## src/rtl/psram_port_arb_if.sv

```systemverilog
// Bundle of the arbiter's bus signals: two requester ports, the PSRAM sequencer
// side, and status/error lines. "slave" is the arbiter's view, "master" the
// environment's view (requesters plus sequencer).
interface psram_port_arb_if;
  logic        req0_valid;
  logic        req0_write;
  logic [23:0] req0_addr;
  logic [31:0] req0_wdata;
  logic        req0_ready;
  logic [31:0] req0_rdata;

  logic        req1_valid;
  logic        req1_write;
  logic [23:0] req1_addr;
  logic [31:0] req1_wdata;
  logic        req1_ready;
  logic [31:0] req1_rdata;

  logic        mem_valid;
  logic        mem_write;
  logic [23:0] mem_addr;
  logic [31:0] mem_wdata;
  logic        mem_ready;
  logic [31:0] mem_rdata;

  logic        busy;
  logic        owner;
  logic        err_timeout;
  logic        err_clear;

  modport slave (
    input  req0_valid, req0_write, req0_addr, req0_wdata,
    output req0_ready, req0_rdata,
    input  req1_valid, req1_write, req1_addr, req1_wdata,
    output req1_ready, req1_rdata,
    output mem_valid, mem_write, mem_addr, mem_wdata,
    input  mem_ready, mem_rdata,
    output busy, owner, err_timeout,
    input  err_clear
  );

  modport master (
    output req0_valid, req0_write, req0_addr, req0_wdata,
    input  req0_ready, req0_rdata,
    output req1_valid, req1_write, req1_addr, req1_wdata,
    input  req1_ready, req1_rdata,
    input  mem_valid, mem_write, mem_addr, mem_wdata,
    output mem_ready, mem_rdata,
    input  busy, owner, err_timeout,
    output err_clear
  );
endinterface

```

## src/rtl/psram_port_arb.sv

```systemverilog
// Two-port PSRAM arbiter: port 0 (SPI flash emulation) has priority, port 1
// (CPU iomem) is guaranteed a grant after STARVE_LIMIT consecutive port-0 grants.
// One transaction in flight at a time: IDLE -> WAIT -> RESP -> IDLE.
// Optional watchdog enabled by defining PSRAM_ARB_TIMEOUT_EN; without it a WAIT
// lasts until the sequencer answers and err_timeout stays 0.
module psram_port_arb #(
  parameter int STARVE_LIMIT   = 4,
  parameter int TIMEOUT_CYCLES = 255
) (
  input  logic            clk,
  input  logic            resetn,
  psram_port_arb_if.slave bus
);

  typedef enum logic [1:0] {S_IDLE, S_WAIT, S_RESP} state_t;

  localparam int SW = $clog2(STARVE_LIMIT + 1);

  state_t        r_state;
  logic [SW-1:0] r_starve_cnt;
  logic          r_owner;
  logic          r_write;
  logic [23:0]   r_addr;
  logic [31:0]   r_wdata;
  logic          r_mem_valid;
  logic          r_busy;
  logic          r_ready0;
  logic          r_ready1;
  logic [31:0]   r_rdata0;
  logic [31:0]   r_rdata1;
  logic          r_err;

  logic          w_starved;
  logic          w_pick1;
  logic          w_timeout;

  // Port 1 wins only if port 0 is idle or port 1 has waited out the limit.
  assign w_starved = (r_starve_cnt == SW'(STARVE_LIMIT));
  assign w_pick1   = bus.req1_valid && (!bus.req0_valid || w_starved);

`ifdef PSRAM_ARB_TIMEOUT_EN
  localparam int TW = $clog2(TIMEOUT_CYCLES + 1);
  logic [TW-1:0] r_wait_cnt;
  // Fires in the WAIT cycle that completes TIMEOUT_CYCLES without mem_ready.
  assign w_timeout = (r_state == S_WAIT) && !bus.mem_ready &&
                     (r_wait_cnt == TW'(TIMEOUT_CYCLES - 1));
`else
  logic w_unused_timeout;
  assign w_timeout        = 1'b0;
  assign w_unused_timeout = bus.err_clear | (TIMEOUT_CYCLES == 0);
`endif

  // Arbitration FSM with all bus outputs registered.
  always_ff @(posedge clk or negedge resetn) begin
    if (!resetn) begin
      r_state      <= S_IDLE;
      r_starve_cnt <= '0;
      r_owner      <= 1'b0;
      r_write      <= 1'b0;
      r_addr       <= '0;
      r_wdata      <= '0;
      r_mem_valid  <= 1'b0;
      r_busy       <= 1'b0;
      r_ready0     <= 1'b0;
      r_ready1     <= 1'b0;
      r_rdata0     <= '0;
      r_rdata1     <= '0;
      r_err        <= 1'b0;
`ifdef PSRAM_ARB_TIMEOUT_EN
      r_wait_cnt   <= '0;
`endif
    end else begin
      r_ready0 <= 1'b0;
      r_ready1 <= 1'b0;
      // Clear first so a timeout in the same cycle (assigned later) wins.
      if (bus.err_clear) r_err <= 1'b0;
      case (r_state)
        S_IDLE: begin
          if (bus.req0_valid || bus.req1_valid) begin
            r_owner     <= w_pick1;
            r_write     <= w_pick1 ? bus.req1_write : bus.req0_write;
            r_addr      <= w_pick1 ? bus.req1_addr  : bus.req0_addr;
            r_wdata     <= w_pick1 ? bus.req1_wdata : bus.req0_wdata;
            r_mem_valid <= 1'b1;
            r_busy      <= 1'b1;
            r_state     <= S_WAIT;
`ifdef PSRAM_ARB_TIMEOUT_EN
            r_wait_cnt  <= '0;
`endif
            // Starvation count tracks port-0 wins while port 1 is waiting.
            if (w_pick1 || !bus.req1_valid) r_starve_cnt <= '0;
            else if (!w_starved)            r_starve_cnt <= r_starve_cnt + SW'(1);
          end
        end
        S_WAIT: begin
          if (bus.mem_ready) begin
            r_mem_valid <= 1'b0;
            r_state     <= S_RESP;
            if (r_owner) r_ready1 <= 1'b1;
            else         r_ready0 <= 1'b1;
            if (!r_write) begin
              if (r_owner) r_rdata1 <= bus.mem_rdata;
              else         r_rdata0 <= bus.mem_rdata;
            end
          end else if (w_timeout) begin
            r_mem_valid <= 1'b0;
            r_state     <= S_RESP;
            r_err       <= 1'b1;
            if (r_owner) begin
              r_ready1 <= 1'b1;
              r_rdata1 <= 32'hFFFF_FFFF;
            end else begin
              r_ready0 <= 1'b1;
              r_rdata0 <= 32'hFFFF_FFFF;
            end
          end
`ifdef PSRAM_ARB_TIMEOUT_EN
          else begin
            r_wait_cnt <= r_wait_cnt + TW'(1);
          end
`endif
        end
        S_RESP: begin
          r_busy  <= 1'b0;
          r_state <= S_IDLE;
        end
        default: r_state <= S_IDLE;
      endcase
    end
  end

  assign bus.mem_valid   = r_mem_valid;
  assign bus.mem_write   = r_write;
  assign bus.mem_addr    = r_addr;
  assign bus.mem_wdata   = r_wdata;
  assign bus.req0_ready  = r_ready0;
  assign bus.req1_ready  = r_ready1;
  assign bus.req0_rdata  = r_rdata0;
  assign bus.req1_rdata  = r_rdata1;
  assign bus.busy        = r_busy;
  assign bus.owner       = r_owner;
  assign bus.err_timeout = r_err;

endmodule

```

## src/flat_wrapper.sv

```systemverilog
// flat-port wrapper written by rule: the top's interface ports become plain ports
module psram_port_arb_flat 
#(
  parameter int STARVE_LIMIT   = 4,
  parameter int TIMEOUT_CYCLES = 255
)
  (clk, resetn, bus_req0_valid, bus_req0_write, bus_req0_addr, bus_req0_wdata, bus_req0_ready, bus_req0_rdata, bus_req1_valid, bus_req1_write, bus_req1_addr, bus_req1_wdata, bus_req1_ready, bus_req1_rdata, bus_mem_valid, bus_mem_write, bus_mem_addr, bus_mem_wdata, bus_mem_ready, bus_mem_rdata, bus_busy, bus_owner, bus_err_timeout, bus_err_clear);
  psram_port_arb_if bus_i ();
  input  logic clk;
  input  logic resetn;
  input wire logic [$bits(bus_i.req0_valid)-1:0] bus_req0_valid;
  input wire logic [$bits(bus_i.req0_write)-1:0] bus_req0_write;
  input wire logic [$bits(bus_i.req0_addr)-1:0] bus_req0_addr;
  input wire logic [$bits(bus_i.req0_wdata)-1:0] bus_req0_wdata;
  output wire logic [$bits(bus_i.req0_ready)-1:0] bus_req0_ready;
  output wire logic [$bits(bus_i.req0_rdata)-1:0] bus_req0_rdata;
  input wire logic [$bits(bus_i.req1_valid)-1:0] bus_req1_valid;
  input wire logic [$bits(bus_i.req1_write)-1:0] bus_req1_write;
  input wire logic [$bits(bus_i.req1_addr)-1:0] bus_req1_addr;
  input wire logic [$bits(bus_i.req1_wdata)-1:0] bus_req1_wdata;
  output wire logic [$bits(bus_i.req1_ready)-1:0] bus_req1_ready;
  output wire logic [$bits(bus_i.req1_rdata)-1:0] bus_req1_rdata;
  output wire logic [$bits(bus_i.mem_valid)-1:0] bus_mem_valid;
  output wire logic [$bits(bus_i.mem_write)-1:0] bus_mem_write;
  output wire logic [$bits(bus_i.mem_addr)-1:0] bus_mem_addr;
  output wire logic [$bits(bus_i.mem_wdata)-1:0] bus_mem_wdata;
  input wire logic [$bits(bus_i.mem_ready)-1:0] bus_mem_ready;
  input wire logic [$bits(bus_i.mem_rdata)-1:0] bus_mem_rdata;
  output wire logic [$bits(bus_i.busy)-1:0] bus_busy;
  output wire logic [$bits(bus_i.owner)-1:0] bus_owner;
  output wire logic [$bits(bus_i.err_timeout)-1:0] bus_err_timeout;
  input wire logic [$bits(bus_i.err_clear)-1:0] bus_err_clear;
  assign bus_i.req0_valid = bus_req0_valid;
  assign bus_i.req0_write = bus_req0_write;
  assign bus_i.req0_addr = bus_req0_addr;
  assign bus_i.req0_wdata = bus_req0_wdata;
  assign bus_req0_ready = bus_i.req0_ready;
  assign bus_req0_rdata = bus_i.req0_rdata;
  assign bus_i.req1_valid = bus_req1_valid;
  assign bus_i.req1_write = bus_req1_write;
  assign bus_i.req1_addr = bus_req1_addr;
  assign bus_i.req1_wdata = bus_req1_wdata;
  assign bus_req1_ready = bus_i.req1_ready;
  assign bus_req1_rdata = bus_i.req1_rdata;
  assign bus_mem_valid = bus_i.mem_valid;
  assign bus_mem_write = bus_i.mem_write;
  assign bus_mem_addr = bus_i.mem_addr;
  assign bus_mem_wdata = bus_i.mem_wdata;
  assign bus_i.mem_ready = bus_mem_ready;
  assign bus_i.mem_rdata = bus_mem_rdata;
  assign bus_busy = bus_i.busy;
  assign bus_owner = bus_i.owner;
  assign bus_err_timeout = bus_i.err_timeout;
  assign bus_i.err_clear = bus_err_clear;
  psram_port_arb #(.STARVE_LIMIT(STARVE_LIMIT), .TIMEOUT_CYCLES(TIMEOUT_CYCLES)) u_core (.clk(clk), .resetn(resetn), .bus(bus_i));
endmodule
```

## config.mk

```make
export PLATFORM = sky130hd
export DESIGN_NAME = psram_port_arb_flat
export DESIGN_NICKNAME = d
export VERILOG_FILES = /design/src/rtl/psram_port_arb_if.sv /design/src/rtl/psram_port_arb.sv /design/src/flat_wrapper.sv
export SDC_FILE = /design/constraint.sdc
export NUM_CORES = 1
export LEC_CHECK = 0
export ABC_AREA = 1
export CORE_MARGIN = 5
export CORE_UTILIZATION = 45
export CTS_CLUSTER_SIZE = 40
export DETAILED_ROUTE_END_ITERATION = 16
export PLACE_DENSITY_LB_ADDON = 0.3
export SYNTH_ARGS = -nofsm -noshare
export SYNTH_HDL_FRONTEND = slang
export SYNTH_SLANG_ARGS = --single-unit
```

## constraint.sdc

```tcl
create_clock -name clk -period 3.6 [get_ports clk]
set_input_delay 1.08 -clock clk [delete_from_list [all_inputs] [get_ports clk]]
set_output_delay 1.08 -clock clk [all_outputs]
set_load 0.02 [all_outputs]
```

==> metrics <==
Die X 127 um; post-route minimum period 2.63 ns; leakage power 4.97 nW; Post-CTS Setup Bufs 0; startpoint types flop; Crit-path slowest cell clkdlybuf4s50_1; crit path DAT 1.55 ns; Initial Util 46.2%; CP Max Fanout 4; share of the synthesized area in the top cell type 53.2%; largest family of logic cells by synthesized area simple AND/OR/NAND/NOR gates; via count 5,889; Slew Viols, Final 0; Core Footprint 0.0133 mm^2; Layout Cells excl Fill 1,260; run status completed; final-report setup violation count 0; largest net degree at the start of global routing 65; gr ovfl total 0; # DRC 0; Placed Cells 1,229; Post-Route WL 18.7 mm; Netlist cell types 22; DR iter-0 viols 346; CTS Buffer Depth 2; setup TNS 0 ns; Mapped Avg Cell Area 7.61 um^2; flop2flop setup slack 1.80 ns; Worst setup endpoint bus_mem_write; yosys warns 0; Routed Antenna Nets 0; critical path required time 2.52 ns; Final Cycle Share 73.0%; TritonCTS Buffers 17; Worst R2R Start u_core.r_starve_cnt[0]$_DFFE_PN0P_; hold path cells 2; maximum clock rate 0.381 GHz; max_cap viols 0; Synth Area in Adders 0.406%; num rows 42; P&R area growth vs syn 56.8%; clk root buf clkbuf_16; Fin Hold WS 0.468 ns; gr usage total 23.7%; Syn Std Cell Area 0.00616 mm^2; VDD IR max 0.401 mV; final hold violations 0; Die ar. 0.0161 mm^2; complex-gate fraction of the synthesized area 2.98%; vias in the first global route 5,737; worst reg2reg path depth 8; initial antenna violation count 1; I/O pin count 279; drt pass-1 iters 5; Wirelength per Cell 14.8 um; reg2reg end u_core.bus.mem_addr[11]$_DFFE_PN0P_; H-tree Lvls 4; HP Class reg -> reg; CTS sink count 131; power density cells 857 mW/mm^2; syn_nets 964; crit path launch u_core.bus.mem_write$_DFFE_PN0P_; worst setup path class reg -> out; register area share after synthesis 53.2%; Ant. Diodes 0; RSZ-0062 raised after global routing no; Via density 4.67; DIE HEIGHT 127 um; hold buffer count at cts 0; Synth area leader dfrtp_1; CP bufs+invs 1; commonest cells after routing, fill and taps aside 278 x nand2_1, 274 x clkdlybuf4s50_1, 150 x inv_1; worst skew pair latency 0.40 ns; Crit path largest cell delay 0.68 ns; port bufs 276; CP endpoint kind output pin; simple-gate share of the synthesized area 30.3%; share of cells above drive strength 1 5.07%; DP Wirelength 13.4 mm; post-synthesis xor/xnor area fraction 0.142%; critical-path cell list clkdlybuf4s50_1; post-synthesis mux area share 0%; nets 1,226; #FFs+latches synth 131; Worst slew margin 60.2%; clk slew on worst S/H paths 0.06 ns; gpl congestion 0.859; Least-Margin Pin Slew 0.597 ns; CTS tree yes; Post-Synthesis Cells 810; synth top area cells dfrtp_1 53%, nand2_1 17%, nand3_1 12%, inv_1 9.1%, o21ai_0 2.8%; commonest non-fill, non-tap cell in the layout nand2_1; first-pass GRT wire length 30.2 mm; Top delay family on crit path buffers and inverters; Crit. path cell count 1; worst-case clock skew 0.00819 ns; fillers 1,044; cts repair resizes 0
==> cells by family (layout without fill, tap and decap cells) <==
family	count (synthesis)	in the layout
AO/OA/AOI/OAI	36	36
AND/OR/NAND/NOR	441	441
buffers and inverters	198	472
XOR/XNOR	1	1
adder cells (fa/ha/maj)	2	2
flip-flops	131	131
other	1	1
==> worst min-delay path by stage <==
| stage | endpoint | slack (ns) | start |
|---|---|---|---|
| floorplan | u_core.r_starve_cnt[1]$_DFFE_PN0P_ | 0.47 | u_core.r_starve_cnt[1]$_DFFE_PN0P_ |
| global placement | u_core.bus.req0_rdata[27]$_DFFE_PN0P_ | 0.45 | u_core.bus.req0_rdata[27]$_DFFE_PN0P_ |
| detailed placement | u_core.bus.req0_rdata[20]$_DFFE_PN0P_ | 0.46 | u_core.bus.req0_rdata[20]$_DFFE_PN0P_ |
| CTS | u_core.bus.req0_rdata[20]$_DFFE_PN0P_ | 0.47 | u_core.bus.req0_rdata[20]$_DFFE_PN0P_ |
| global route | u_core.bus.req0_rdata[11]$_DFFE_PN0P_ | 0.50 | u_core.bus.req0_rdata[11]$_DFFE_PN0P_ |
| finish | u_core.bus.req0_rdata[10]$_DFFE_PN0P_ | 0.47 | u_core.bus.req0_rdata[10]$_DFFE_PN0P_ |
==> power breakdown <==
| part | internal [mW] | switching, mW |
|---|---|---|
| logic | 1.74 | 2.20 |
| clock network | 1.13 | 0.630 |
| registers | 2.19 | 0.406 |
==> Yosys cell counts (all sizes together) <==
cell,number
xor2,1
nor3,2
conb,1
ha,2
clkbuf,12
nand2,282
inv,151
or2,1
buf,35
o21ai,35
nand3,149
nor2,7
o22a,1
dfrtp,131
==> per-layer routing <==
| layer | up-vias | global-route usage, % | wire, um |
|---|---|---|---|
| met5 | - | 0 | 13 |
| met1 | 2644 | 28.4 | 7290 |
| met4 | 2 | 7.44 | 422 |
| met3 | 26 | 10.3 | 1980 |
| met2 | 240 | 38.6 | 8960 |
| li1 | 2977 | - | - |
==> cell type report <==
class	instances	area, um^2	area share (%)
well taps	176	220	2.28
clock buffers	20	457	4.72
inverters	151	567	5.86
repair buffers	290	2890	29.9
multi-input cells	481	2100	21.7
clock inverters	11	153	1.58
flip-flops and latches	131	3280	33.9
==> flip-flops by register name, indices dropped and copies added, names as in the netlist <==
signal                 count
u_core.r_state             2
u_core.r_starve_cnt        3
u_core.bus.req1_rdata     32
u_core.bus.req1_ready      1
u_core.bus.mem_wdata      32
u_core.bus.req0_rdata     32
u_core.bus.mem_write       1
u_core.bus.owner           1
u_core.bus.mem_addr       24
u_core.bus.busy            1
u_core.bus.req0_ready      1
u_core.bus.mem_valid       1
==> through the flow <==
stage                     power [mW]  instance area (um^2)  worst slack (ns)  utilization [%]
after floorplan                 4.53                  6160              1.60                -
after global placement          6.48                  9060             0.890             67.8
after detailed placement        6.56                  9060             0.854             67.8
after CTS                       8.37                  9670             0.949             72.4
after global routing            8.83                  9670             0.889             72.4
final                           8.29                  9670             0.973             72.4
No activity file was read; power rests on OpenSTA's default activity.
